$ cat config.mk
export PLATFORM = sky130hd
export DESIGN_NAME = dram_async_pad_seq
export DESIGN_NICKNAME = d
export VERILOG_FILES = /design/src/rtl/dram_async_pad_seq.sv
export SDC_FILE = /design/constraint.sdc
export NUM_CORES = 1
export LEC_CHECK = 0
export CAP_MARGIN = 20
export CORE_UTILIZATION = 39
export DETAILED_ROUTE_END_ITERATION = 8
export PLACE_DENSITY = 0.66
export SLEW_MARGIN = 20
export SYNTH_ARGS = -nofsm -noshare
export SYNTH_HDL_FRONTEND = slang
export SYNTH_SLANG_ARGS = --single-unit
export TNS_END_PERCENT = 30
$ cat constraint.sdc
create_clock -name clk -period 6.9 [get_ports clk]
set_input_delay 1.38 -clock clk [delete_from_list [all_inputs] [get_ports clk]]
set_output_delay 1.38 -clock clk [all_outputs]
set_load 0.05 [all_outputs]
$ cat src/rtl/dram_async_pad_seq.sv
// Sequences the DRAM pad controls (DRAM reset, CKE, pad output-enable) that
// drive the async edge-logic pad cells. It runs the power-up timing sequence
// and self-refresh entry/exit using programmable cycle delays. Every output
// is a registered decode of the next state, so the pads only ever see clean
// levels.
//
// Ports:
//   clk            core clock
//   arst_l         asynchronous active-low reset
//   init_req       pulse, starts power-up (only acted on in RESET)
//   pwr_dn         level, forces RESET from any state (highest priority)
//   sr_enter_req   pulse, enter self-refresh (only acted on in ACTIVE)
//   sr_exit_req    pulse, exit self-refresh (only acted on in SR)
//   dly_pwr        DRAM reset hold after pads are enabled, in cycles
//   dly_cke        wait before CKE rises, also the self-refresh exit settle
//   dram_rst_l_out DRAM reset to pad, active-low
//   cke_out        clock enable to pad
//   pad_oe         pad output enable
//   busy           a timed sequence is in progress
//   init_done      DRAM usable (ACTIVE)
//   in_sr          DRAM in self-refresh (SR)
module dram_async_pad_seq #(
   parameter int unsigned CNT_W = 16
) (
   input  logic             clk,
   input  logic             arst_l,
   input  logic             init_req,
   input  logic             pwr_dn,
   input  logic             sr_enter_req,
   input  logic             sr_exit_req,
   input  logic [CNT_W-1:0] dly_pwr,
   input  logic [CNT_W-1:0] dly_cke,
   output logic             dram_rst_l_out,
   output logic             cke_out,
   output logic             pad_oe,
   output logic             busy,
   output logic             init_done,
   output logic             in_sr
);

   typedef enum logic [2:0] {
      S_RESET    = 3'd0,
      S_WAIT_PWR = 3'd1,
      S_WAIT_CKE = 3'd2,
      S_ACTIVE   = 3'd3,
      S_SR       = 3'd4,
      S_SR_EXIT  = 3'd5
   } state_t;

   state_t           state_q, state_d;
   logic [CNT_W-1:0] cnt_q, cnt_d;
   logic             cnt_zero;

   logic dram_rst_l_d, cke_d, pad_oe_d, busy_d, init_done_d, in_sr_d;

   assign cnt_zero = (cnt_q == '0);

   // State, counter and output registers; outputs follow the state they decode.
   always_ff @(posedge clk or negedge arst_l) begin
      if (!arst_l) begin
         state_q        <= S_RESET;
         cnt_q          <= '0;
         dram_rst_l_out <= 1'b0;
         cke_out        <= 1'b0;
         pad_oe         <= 1'b0;
         busy           <= 1'b0;
         init_done      <= 1'b0;
         in_sr          <= 1'b0;
      end else begin
         state_q        <= state_d;
         cnt_q          <= cnt_d;
         dram_rst_l_out <= dram_rst_l_d;
         cke_out        <= cke_d;
         pad_oe         <= pad_oe_d;
         busy           <= busy_d;
         init_done      <= init_done_d;
         in_sr          <= in_sr_d;
      end
   end

   // Next state and counter. Delays are sampled only on the load cycle; the
   // counter holds at zero, so an all-ones delay never wraps.
   always_comb begin
      state_d = state_q;
      cnt_d   = cnt_q;
      if (pwr_dn) begin
         state_d = S_RESET;
         cnt_d   = '0;
      end else begin
         case (state_q)
            S_RESET: begin
               if (init_req) begin
                  state_d = S_WAIT_PWR;
                  cnt_d   = dly_pwr;
               end
            end
            S_WAIT_PWR: begin
               if (cnt_zero) begin
                  state_d = S_WAIT_CKE;
                  cnt_d   = dly_cke;
               end else begin
                  cnt_d = cnt_q - CNT_W'(1);
               end
            end
            S_WAIT_CKE: begin
               if (cnt_zero) begin
                  state_d = S_ACTIVE;
               end else begin
                  cnt_d = cnt_q - CNT_W'(1);
               end
            end
            S_ACTIVE: begin
               if (sr_enter_req) begin
                  state_d = S_SR;
               end
            end
            S_SR: begin
               if (sr_exit_req) begin
                  state_d = S_SR_EXIT;
                  cnt_d   = dly_cke;
               end
            end
            S_SR_EXIT: begin
               if (cnt_zero) begin
                  state_d = S_ACTIVE;
               end else begin
                  cnt_d = cnt_q - CNT_W'(1);
               end
            end
            default: begin
               state_d = S_RESET;
               cnt_d   = '0;
            end
         endcase
      end
   end

   // Output decode of the next state, registered above.
   always_comb begin
      dram_rst_l_d = 1'b0;
      cke_d        = 1'b0;
      pad_oe_d     = 1'b0;
      busy_d       = 1'b0;
      init_done_d  = 1'b0;
      in_sr_d      = 1'b0;
      case (state_d)
         S_WAIT_PWR: begin
            pad_oe_d = 1'b1;
            busy_d   = 1'b1;
         end
         S_WAIT_CKE: begin
            pad_oe_d     = 1'b1;
            dram_rst_l_d = 1'b1;
            busy_d       = 1'b1;
         end
         S_ACTIVE: begin
            pad_oe_d     = 1'b1;
            dram_rst_l_d = 1'b1;
            cke_d        = 1'b1;
            init_done_d  = 1'b1;
         end
         S_SR: begin
            pad_oe_d     = 1'b1;
            dram_rst_l_d = 1'b1;
            in_sr_d      = 1'b1;
         end
         S_SR_EXIT: begin
            pad_oe_d     = 1'b1;
            dram_rst_l_d = 1'b1;
            cke_d        = 1'b1;
            busy_d       = 1'b1;
         end
         default: begin
            dram_rst_l_d = 1'b0;
         end
      endcase
   end

endmodule

==> flow_metrics.env, run 1 <==
export IMPL_status="complete, no violations"
export IMPL_coreArea_um2=4060
export IMPL_drive_above_1_share_pct=6.99
export IMPL_synthCells=192
export IMPL_slowest_stage="clkdlybuf4s50_1"
export IMPL_netlist_top_cells_area="dfrtp_1 (37%), a221oi_1 (6.3%), nor2_1 (5.4%), nand2_1 (4.2%), o21ai_0 (3.0%)"
export IMPL_ctsHtreeMaxLevel=1
export IMPL_path_cells="clkdlybuf4s50_1 -> and2_1 -> o21ai_0 -> a31o_2 -> and3_1 -> o21ai_4 -> o221ai_1"
export IMPL_ys_types=50
export IMPL_wl_per_cell_um=16.0
export IMPL_hp_class="reg -> reg"
export IMPL_synthMuxAreaShare_pct=0.596
export IMPL_drt_iter0_markers=112
export IMPL_hpwl_um=3080
export IMPL_startpoint="sr_enter_req"
export IMPL_area_growth_pct=28.6
export IMPL_worstMarginPinSlew_ns=0.793
export IMPL_postCtsResizedCells=0
export IMPL_start_util_pct=41.4
export IMPL_synth_top_family_by_area="compound AO/OA/AOI/OAI gates"
export IMPL_critPathLaunchType="primary input"
export IMPL_endpoint_kind="flop"
export IMPL_placementRows=23
export IMPL_total_power_uw=820
export IMPL_overflow=0
export IMPL_synth_compound_gate_area_share_pct=30.0
export IMPL_synth_flop_cell="dfrtp_1"
export IMPL_critPathKind="in -> reg"
export IMPL_drv_cap=0
export IMPL_fin_nets=269
export IMPL_final_max_slew_viol_count=0
export IMPL_drt_vias_per_instance=6.00
export IMPL_clock_latency_ns=0.27
export IMPL_synth_edff_count=0
export IMPL_worstPathArrival_ns=3.23
export IMPL_firstDrtPassIters=4
export IMPL_grt_pass1_vias=1498
export IMPL_finClkSkew_ns=0.00489
export IMPL_hold_start="cnt_q[15]"
export IMPL_synth_xor_area_share_pct=1.04
export IMPL_ys_seq_area_share_pct=37.3
export IMPL_grt_start_max_net_pins=26
export IMPL_place_port_buffers=43
export IMPL_critPathMaxStageDelay_ns=0.52
export IMPL_dieArea_um2=4570
export IMPL_syn_num_nets=231
export IMPL_fmax_mhz=323
export IMPL_vdd_drop_max_mv=0.135
export IMPL_synth_top_area_cell="dfrtp_1"
export IMPL_cts_made_buffers=3
export IMPL_synth_adder_area_share_pct=0.745
export IMPL_syn_avg_cell_area_um2=8.75
export IMPL_fin_crit_ns=3.10
export IMPL_antenna_found_initial=0
export IMPL_rr_startpoint="cnt_q[0]"
export IMPL_postRouteAntennaNets=0
export IMPL_met2_length_um=2120
export IMPL_period_share_pct=44.9
export IMPL_cts_setup_buffers=0
export IMPL_drt_total_wl_um=4470
export IMPL_clockBufferDepth=2
export IMPL_leakagePower_uw=0.000847
export IMPL_top_layer_used="met4"
export IMPL_ios=44
export IMPL_grt_total_usage_pct=21.3
export IMPL_hold_viol_final=0
export IMPL_postSynth_asyncResetShare_pct=100
export IMPL_relSlewSlack_pct=47.1
export IMPL_wl_met3_um=198
export IMPL_diodes=0
export IMPL_die_y_um=67.6
export IMPL_postCtsHoldBufs=0
export IMPL_num_vias=1673
export IMPL_cts_clk_slew_worst_paths_ns=0.09
export IMPL_syn_area_um2=1680
export IMPL_grt_pass1_wl_um=7220
export IMPL_root_buffer="clkbuf_8"
export IMPL_power_density_nw_per_um2=379
export IMPL_cts_tree="built"
export IMPL_yosys_warnings=0
export IMPL_final_cell_mix="clkdlybuf4s50_1 (43), dfrtp_1 (25), nor2_1 (24)"
export IMPL_gp_congestion=0.850
export IMPL_layout_cells_most_common="clkdlybuf4s50_1"
export IMPL_critPathRequiredTime_ns=7.04
export IMPL_synthSimpleGateAreaFrac_pct=25.1
export IMPL_die_w_um=67.6
export IMPL_fin_setup_tns_ns=0
export IMPL_route_detailed_drc=0
export IMPL_path_max_fanout=17
export IMPL_wl_met1_um=2090
export IMPL_rsz0062_at_grt="false"
export IMPL_setup_violations=0
export IMPL_synth_top_area_share_pct=37.3
export IMPL_clock_sinks=25
export IMPL_ys_seq_elements=25
-- power by group --
part / leakage [uW] / total, uW / switching, uW / internal (uW)
logic: 0.000490 / 467 / 269 / 198
clock network: 0.0000228 / 89.6 / 48.2 / 41.4
registers: 0.000334 / 263 / 72.4 / 191
total: 0.000847 / 820 / 390 / 430
-- sequential cells by signal, summed over array words and instances (netlist names) --
name            flops
cke_out             1
busy                1
pad_oe              1
in_sr               1
cnt_q              16
init_done           1
state_q             3
dram_rst_l_out      1
-- logic make-up (layout without fill, tap and decap cells) --
group | after synthesis | in the layout
multiplexers | 1 | 1
XOR/XNOR | 2 | 2
flip-flops | 25 | 25
AND/OR/NAND/NOR | 81 | 81
adder cells (fa/ha/maj) | 1 | 1
buffers and inverters | 16 | 53
AO/OA/AOI/OAI | 66 | 66
-- per-layer routing --
layer | global-route usage (%) | up-vias
li1 | - | 811
met1 | 29.4 | 802
met2 | 33.3 | 55
met3 | 3.21 | 5
met4 | 7.45 | 0
met5 | 0 | -
-- final timing paths --
path                       depth (start not counted)        end  slack, ns
max                                                7   cnt_q[9]       3.80
min                                                2  cnt_q[15]       0.59
max reg2reg                                        8   cnt_q[9]       3.92
min reg2reg                                        2  cnt_q[15]       0.59
max in group asynchronous                          2    cke_out       5.18
min in group asynchronous                          2   cnt_q[7]       1.46
-- cell usage after synthesis (2+ instances only) --
| master | count |
|---|---|
| nand4_1 | 2 |
| o221ai_1 | 4 |
| and2_1 | 2 |
| a21oi_1 | 5 |
| a22oi_1 | 3 |
| a21oi_2 | 4 |
| buf_4 | 2 |
| o21ai_1 | 4 |
| dfrtp_1 | 25 |
| o2bb2ai_1 | 3 |
| buf_2 | 4 |
| buf_6 | 2 |
| a221oi_1 | 12 |
| nor2_1 | 24 |
| nand3b_1 | 2 |
| a22o_1 | 2 |
| nand2_1 | 19 |
| inv_1 | 4 |
| o211ai_1 | 2 |
| a222oi_1 | 4 |
| a21o_1 | 3 |
| nor2b_1 | 4 |
| nand2b_1 | 3 |
| o41ai_1 | 3 |
| nor3_1 | 9 |
| o21ai_0 | 10 |
| nor4_1 | 4 |
| or3_1 | 2 |
| clkbuf_1 | 4 |
-- through the flow --
stage / hold WS [ns] / instances / area (um^2) / setup WS (ns) / util (%)
after global routing: 0.611 / 279 / 2160 / 3.69 / 53.2
final: 0.592 / 279 / 2160 / 3.80 / 53.2
after global placement: 0.537 / 275 / 2110 / 3.57 / 52.1
after CTS: 0.586 / 279 / 2160 / 3.81 / 53.2
after floorplan: 0.515 / 192 / 1680 / 4.24 / -
after detailed placement: 0.560 / 275 / 2110 / 3.51 / 52.1
-- critical path: cells and delay by family --
family                 cells  cell delay, ns
AND/OR/NAND/NOR            2            0.33
AO/OA/AOI/OAI              4            1.01
buffers and inverters      1            0.52
-- layout make-up --
cell class	instances	area, um^2
Fill cell	401	1900
Tap cell	50	62.6
Multi-Input combinational cell	151	966
Inverter	4	15.0
Timing Repair Buffer	45	445
Sequential cell	25	626
Clock buffer	4	45.0
Power figures use the tool's default switching activity.
==> run 2: changes to the inputs <==
--- a/config.mk
+++ b/config.mk
@@ -8,7 +8,7 @@
 export CAP_MARGIN = 20
 export CORE_UTILIZATION = 39
 export DETAILED_ROUTE_END_ITERATION = 8
-export PLACE_DENSITY = 0.66
+export PLACE_DENSITY = 0.69
 export SLEW_MARGIN = 20
 export SYNTH_ARGS = -nofsm -noshare
 export SYNTH_HDL_FRONTEND = slang
==> constraint.sdc (replaced) <==
create_clock -name clk -period 2.5 [get_ports clk]
set_input_delay 0.5 -clock clk [delete_from_list [all_inputs] [get_ports clk]]
set_output_delay 0.5 -clock clk [all_outputs]
set_load 0.05 [all_outputs]
==> flow_metrics.env, run 2 (synthesis gave the netlist of run 1 again) <==
export IMPL_critPathLaunchType="flop"
export IMPL_critPathKind="reg -> reg"
export IMPL_r2r_slack_ns=0.15
export IMPL_vdd_drop_max_mv=0.375
export IMPL_finClkSkew_ns=0.00940
export IMPL_clock_sinks=25
export IMPL_drt_total_wl_um=4520
export IMPL_status="complete, no violations"
export IMPL_worstPathArrival_ns=2.49
export IMPL_cts_clk_slew_worst_paths_ns=0.09
export IMPL_endpoint_kind="flop"
export IMPL_setup_ws_ns=0.148
export IMPL_place_inst=287
export IMPL_path_cells="inv_1 -> ha_1 -> nor4b_2 -> nand4_1 -> a31o_2 -> and3_1 -> o21ai_4 -> buf_12 -> o221ai_1"
export IMPL_fin_crit_ns=2.35
export IMPL_grt_pass1_vias=1489
export IMPL_fin_setup_tns_ns=0
export IMPL_top_register="cnt_q"
export IMPL_hold_viol_final=0
export IMPL_slowest_stage="dfrtp_1"
export IMPL_hp_class="reg -> reg"
export IMPL_route_detailed_drc=0
export IMPL_min_to="cnt_q[5]"
export IMPL_power_density_nw_per_um2=1060
export IMPL_seqCellArea_um2=626
export IMPL_start_util_pct=41.4
export IMPL_leakagePower_uw=0.000914
export IMPL_largestRegisters="cnt_q: 16 flops, state_q: 3 flops"
export IMPL_overflow=0
export IMPL_place_port_buffers=43
export IMPL_ctsHtreeMaxLevel=1
export IMPL_rsz0062_at_grt="false"
export IMPL_critPathMaxStageDelay_ns=0.38
export IMPL_fmax_mhz=425
export IMPL_num_vias=1709
export IMPL_coreArea_um2=4060
export IMPL_final_cells=291
export IMPL_cp_num_buf_inv=2
export IMPL_dieArea_um2=4570
export IMPL_worst_r2r_endpoint="cnt_q[9]"
export IMPL_gp_congestion=0.845
export IMPL_place_ws_ns=0.189
export IMPL_diodes=0
export IMPL_wl_per_cell_um=15.5
export IMPL_area_growth_pct=35.2
export IMPL_postRouteAntennaNets=0
export IMPL_cts_made_buffers=3
export IMPL_grt_total_usage_pct=21.3
export IMPL_filler_cell_count=374
export IMPL_rr_startpoint="cnt_q[0]"
export IMPL_worstMarginPinSlew_ns=0.496
export IMPL_hold_start="cnt_q[5]"
export IMPL_reg2regPathDepth=9
export IMPL_grt_start_max_net_pins=26
export IMPL_die_w_um=67.6
export IMPL_grt_use_met1_pct=30.5
export IMPL_path_max_fanout=17
export IMPL_critPathRequiredTime_ns=2.64
export IMPL_relSlewSlack_pct=66.9
export IMPL_drt_vias_per_instance=5.87
export IMPL_final_cell_mix="clkdlybuf4s50_1 (43), dfrtp_1 (25), nor2_1 (24)"
export IMPL_final_max_slew_viol_count=0
export IMPL_period_share_pct=94.1
export IMPL_drv_cap=0
export IMPL_setup_violations=0
export IMPL_grt_pass1_wl_um=7270
export IMPL_met2_usage_pct=32.8
export IMPL_cts_tree="built"
export IMPL_clockBufferDepth=2
export IMPL_clock_latency_ns=0.27
export IMPL_hold_depth=2
export IMPL_fin_nets=281
export IMPL_total_power_uw=2410
export IMPL_die_y_um=67.6
export IMPL_fin_hold_ws_ns=0.575
export IMPL_grt_busiest_layer="met2"
export IMPL_drt_iter0_markers=112
export IMPL_hpwl_um=3270
export IMPL_layout_cells_most_common="clkdlybuf4s50_1"
export IMPL_critPathTopFamily="simple AND/OR/NAND/NOR gates"
export IMPL_multi_input_area_um2=973
export IMPL_grt_util_met3_pct=2.20
export IMPL_largest_reg_flops=16
export IMPL_antenna_found_initial=0
export IMPL_postCtsHoldBufs=0
export IMPL_ios=44
export IMPL_firstDrtPassIters=4
export IMPL_drive_above_1_share_pct=11.6
export IMPL_placementRows=23
export IMPL_root_buffer="clkbuf_8"
[run 2: cell count changes in the layout (fill, tap and decap cells not counted)]
cell	change
buf_12	+1
a21oi_4	+1
a21oi_2	-1
buf_4	+11
[run 2: layer usage]
metal | vias up | part of all wire (%)
met1 | 822 | 47
met2 | 48 | 47
li1 | 835 | -
met3 | 4 | 4.3
met4 | 0 | 1.1
met5 | - | 0
[run 2: cell type report]
cell class	count	area share (%)
sequential	25	27.6
clock buffer	4	1.98
timing repair buffer	57	24.1
multi-input combinational	151	42.9
inverter	4	0.662
tap	50	2.76
[run 2: worst register-to-register path, cell delays in order (launching register included)]
cell and delay (ns):
dfrtp_1 0.38, inv_1 0.06, ha_1 0.18, nor4b_2 0.32
nand4_1 0.31, a31o_2 0.33, and3_1 0.19, o21ai_4 0.14
buf_12 0.16, o221ai_1 0.14
[run 2: power breakdown]
part | switching (uW) | leakage [uW] | total, uW | internal, uW
registers | 177 | 0.000334 | 703 | 526
logic | 807 | 0.000557 | 1470 | 659
clock network | 129 | 0.0000228 | 243 | 114
[run 2: how the worst max path moves through the flow]
stage / from / to / slack, ns / cells past startpoint
after floorplan: cnt_q[0] / cnt_q[5] / 0.23 / 10
after global routing: cnt_q[1] / cnt_q[9] / 0.03 / 9
final: cnt_q[0] / cnt_q[9] / 0.15 / 9
after CTS: cnt_q[0] / cnt_q[9] / 0.22 / 9
after global placement: cnt_q[0] / cnt_q[5] / 0.24 / 9
after detailed placement: sr_enter_req / cnt_q[9] / 0.19 / 8
[run 2: timing repair]
action,CTS,global route
setup buffers,0,0
endpoints found under the setup margin,0,1
gates resized for setup,0,1
[run 2: stage by stage]
step	cell area [um^2]	utilization, %
3_3_place_gp	2220	54.6
5_1_grt	2270	55.9
6_report	2270	55.9
3_5_place_dp	2220	54.6
2_1_floorplan	1680	-
4_1_cts	2260	55.8
==> run 3: changes to the inputs <==
--- a/config.mk
+++ b/config.mk
@@ -5,10 +5,11 @@
 export SDC_FILE = /design/constraint.sdc
 export NUM_CORES = 1
 export LEC_CHECK = 0
+export ABC_AREA = 1
 export CAP_MARGIN = 20
 export CORE_UTILIZATION = 39
 export DETAILED_ROUTE_END_ITERATION = 8
-export PLACE_DENSITY = 0.69
+export PLACE_DENSITY = 0.76
 export SLEW_MARGIN = 20
 export SYNTH_ARGS = -nofsm -noshare
 export SYNTH_HDL_FRONTEND = slang
==> flow_metrics.env, run 3 <==
export IMPL_status="complete, no violations"
export IMPL_drt_total_wl_um=4330
export IMPL_placementRows=24
export IMPL_synth_top_area_share_pct=35.2
export IMPL_num_vias=1851
export IMPL_period_share_pct=79.1
export IMPL_setup_violations=0
export IMPL_clock_sinks=25
export IMPL_fin_setup_tns_ns=0
export IMPL_die_y_um=69.5
export IMPL_fin_nets=366
export IMPL_final_cell_mix="nand2_1 (121), clkdlybuf4s50_1 (43), nand3_1 (42)"
export IMPL_grt_start_max_net_pins=26
export IMPL_synthMostInstantiatedCell="nand2_1"
export IMPL_wl_per_cell_um=11.5
export IMPL_critPathKind="reg -> reg"
export IMPL_clock_latency_ns=0.27
export IMPL_leakagePower_uw=0.00121
export IMPL_postCtsHoldBufs=0
export IMPL_worstMarginPinSlew_ns=0.584
export IMPL_syn_num_nets=322
export IMPL_final_max_slew_viol_count=0
export IMPL_syn_avg_cell_area_um2=6.28
export IMPL_worstPathArrival_ns=2.15
export IMPL_postCtsResizedCells=0
export IMPL_slowest_stage="o21ai_4"
export IMPL_syn_area_um2=1780
export IMPL_dieArea_um2=4830
export IMPL_drt_vias_per_instance=4.90
export IMPL_diodes=0
export IMPL_largestRegisters="cnt_q: 16 flops, state_q: 3 flops"
export IMPL_drive_above_1_share_pct=6.44
export IMPL_synthCells=283
export IMPL_reg2regPathDepth=9
export IMPL_synthTopCellsByCount="nand2_1 (121), nand3_1 (42), nor2_1 (30), dfrtp_1 (25), inv_1 (22)"
export IMPL_largest_reg_flops=16
export IMPL_grt_use_met1_pct=24.4
export IMPL_synth_top_area_cell="dfrtp_1"
export IMPL_clockBufferDepth=2
export IMPL_endpoint_kind="flop"
export IMPL_route_detailed_drc=0
export IMPL_synth_flop_cell="dfrtp_1"
export IMPL_power_density_nw_per_um2=654
export IMPL_synth_edff_count=0
export IMPL_vdd_drop_max_mv=0.333
export IMPL_cts_clk_slew_worst_paths_ns=0.10
export IMPL_ctsHtreeMaxLevel=1
export IMPL_layout_cells_most_common="nand2_1"
export IMPL_path_cells="inv_1 -> ha_1 -> nand2_2 -> nor2_2 -> nand2_2 -> o21ai_4 -> nor2_4 -> o21ai_0 -> nand2_1"
export IMPL_area_growth_pct=29.4
export IMPL_top_register="cnt_q"
export IMPL_fmax_mhz=506
export IMPL_drv_cap=0
export IMPL_multi_input_area_um2=1020
export IMPL_path_max_fanout=17
export IMPL_setup_ws_ns=0.522
export IMPL_critPathLaunchType="flop"
export IMPL_coreArea_um2=4350
export IMPL_start_util_pct=40.8
export IMPL_hp_class="reg -> reg"
export IMPL_grt_busiest_layer="met2"
export IMPL_met2_usage_pct=34.4
export IMPL_critPathMaxStageDelay_ns=0.40
export IMPL_finClkSkew_ns=0.00667
export IMPL_fin_crit_ns=1.98
export IMPL_postRouteAntennaNets=0
export IMPL_netlist_top_cells_area="dfrtp_1 (35%), nand2_1 (26%), nand3_1 (12%), nor2_1 (6.3%), inv_1 (4.6%)"
export IMPL_place_ws_ns=0.394
export IMPL_die_w_um=69.5
export IMPL_cts_setup_buffers=0
export IMPL_seqCellArea_um2=626
export IMPL_yosys_warnings=0
export IMPL_fin_hold_ws_ns=0.528
export IMPL_ys_seq_area_share_pct=35.2
export IMPL_drt_iter0_markers=90
export IMPL_firstDrtPassIters=6
export IMPL_ios=44
export IMPL_grt_total_usage_pct=19.3
export IMPL_critPathRequiredTime_ns=2.67
export IMPL_cts_made_buffers=3
export IMPL_hpwl_um=3310
export IMPL_filler_cell_count=437
export IMPL_postSynth_asyncResetShare_pct=100
export IMPL_relSlewSlack_pct=61.0
export IMPL_place_port_buffers=43
export IMPL_gp_congestion=0.891
export IMPL_grt_pass1_wl_um=7790
export IMPL_overflow=0
export IMPL_root_buffer="clkbuf_8"
export IMPL_grt_pass1_vias=1857
export IMPL_path_common_cell="nand2_2"
export IMPL_hold_depth=2
export IMPL_cts_tree="built"
export IMPL_ys_seq_elements=25
export IMPL_hold_viol_final=0
export IMPL_antenna_found_initial=0
export IMPL_rsz0062_at_grt="false"
export IMPL_ys_types=23
export IMPL_grt_util_met3_pct=2.62
## run 3: worst paths after layout
check	start	end	slack, ns
worst min register to register	cnt_q[0]	cnt_q[0]	0.53
min in group asynchronous	arst_l	cnt_q[5]	0.59
worst max-delay path	cnt_q[0]	cnt_q[1]	0.52
worst max register to register	cnt_q[0]	cnt_q[1]	0.52
max in group asynchronous	arst_l	busy	1.66
worst min-delay path	cnt_q[0]	cnt_q[0]	0.53
## run 3: routing by layer
metal,vias to the layer above,part of all wire (%)
met3,4,4.9
met5,-,0
met2,45,49
met4,0,0.51
li1,970,-
met1,832,46
## run 3: power by group
| part | internal [uW] | switching (uW) | leakage, uW |
|---|---|---|---|
| clock | 113 | 140 | 0.0000217 |
| sequential | 460 | 62.6 | 0.000335 |
| combinational | 277 | 452 | 0.000857 |
| total | 849 | 654 | 0.00121 |
## run 3: critical path, delay by kind of cell (launching register included)
family                     cells  cell delay [ns]
and+or+nand+nor                5             0.62
buffers and inverters          1             0.12
adders and majority gates      1             0.23
AOI/OAI and AO/OA              2             0.52
DFF                            1             0.39
## run 3: cells by family after synthesis
family,count (synthesis),share of synthesized area (%)
AOI/OAI and AO/OA,11,3.73
xor gates and xnor gates,6,2.96
adders and majority gates,1,0.704
buffers and inverters,30,7.32
DFF,25,35.2
and+or+nand+nor,210,50.1
## run 3: area by class of cell
| type | count | share of cell area [%] |
|---|---|---|
| timing repair buffer | 46 | 19.7 |
| sequential | 25 | 27.2 |
| clock inverter | 1 | 0.326 |
| clock buffer | 3 | 1.80 |
| multi-input combinational | 228 | 44.4 |
| inverter | 23 | 3.75 |
| tap | 52 | 2.83 |
## run 3: through the flow
step,std cells,power (uW),cell area [um^2],util [%]
floorplan,283,1060,1780,-
detailed placement,374,1260,2250,51.7
global placement,374,1240,2250,51.7
global route,378,1640,2300,52.8
finish,378,1500,2300,52.8
CTS,378,1520,2300,52.8
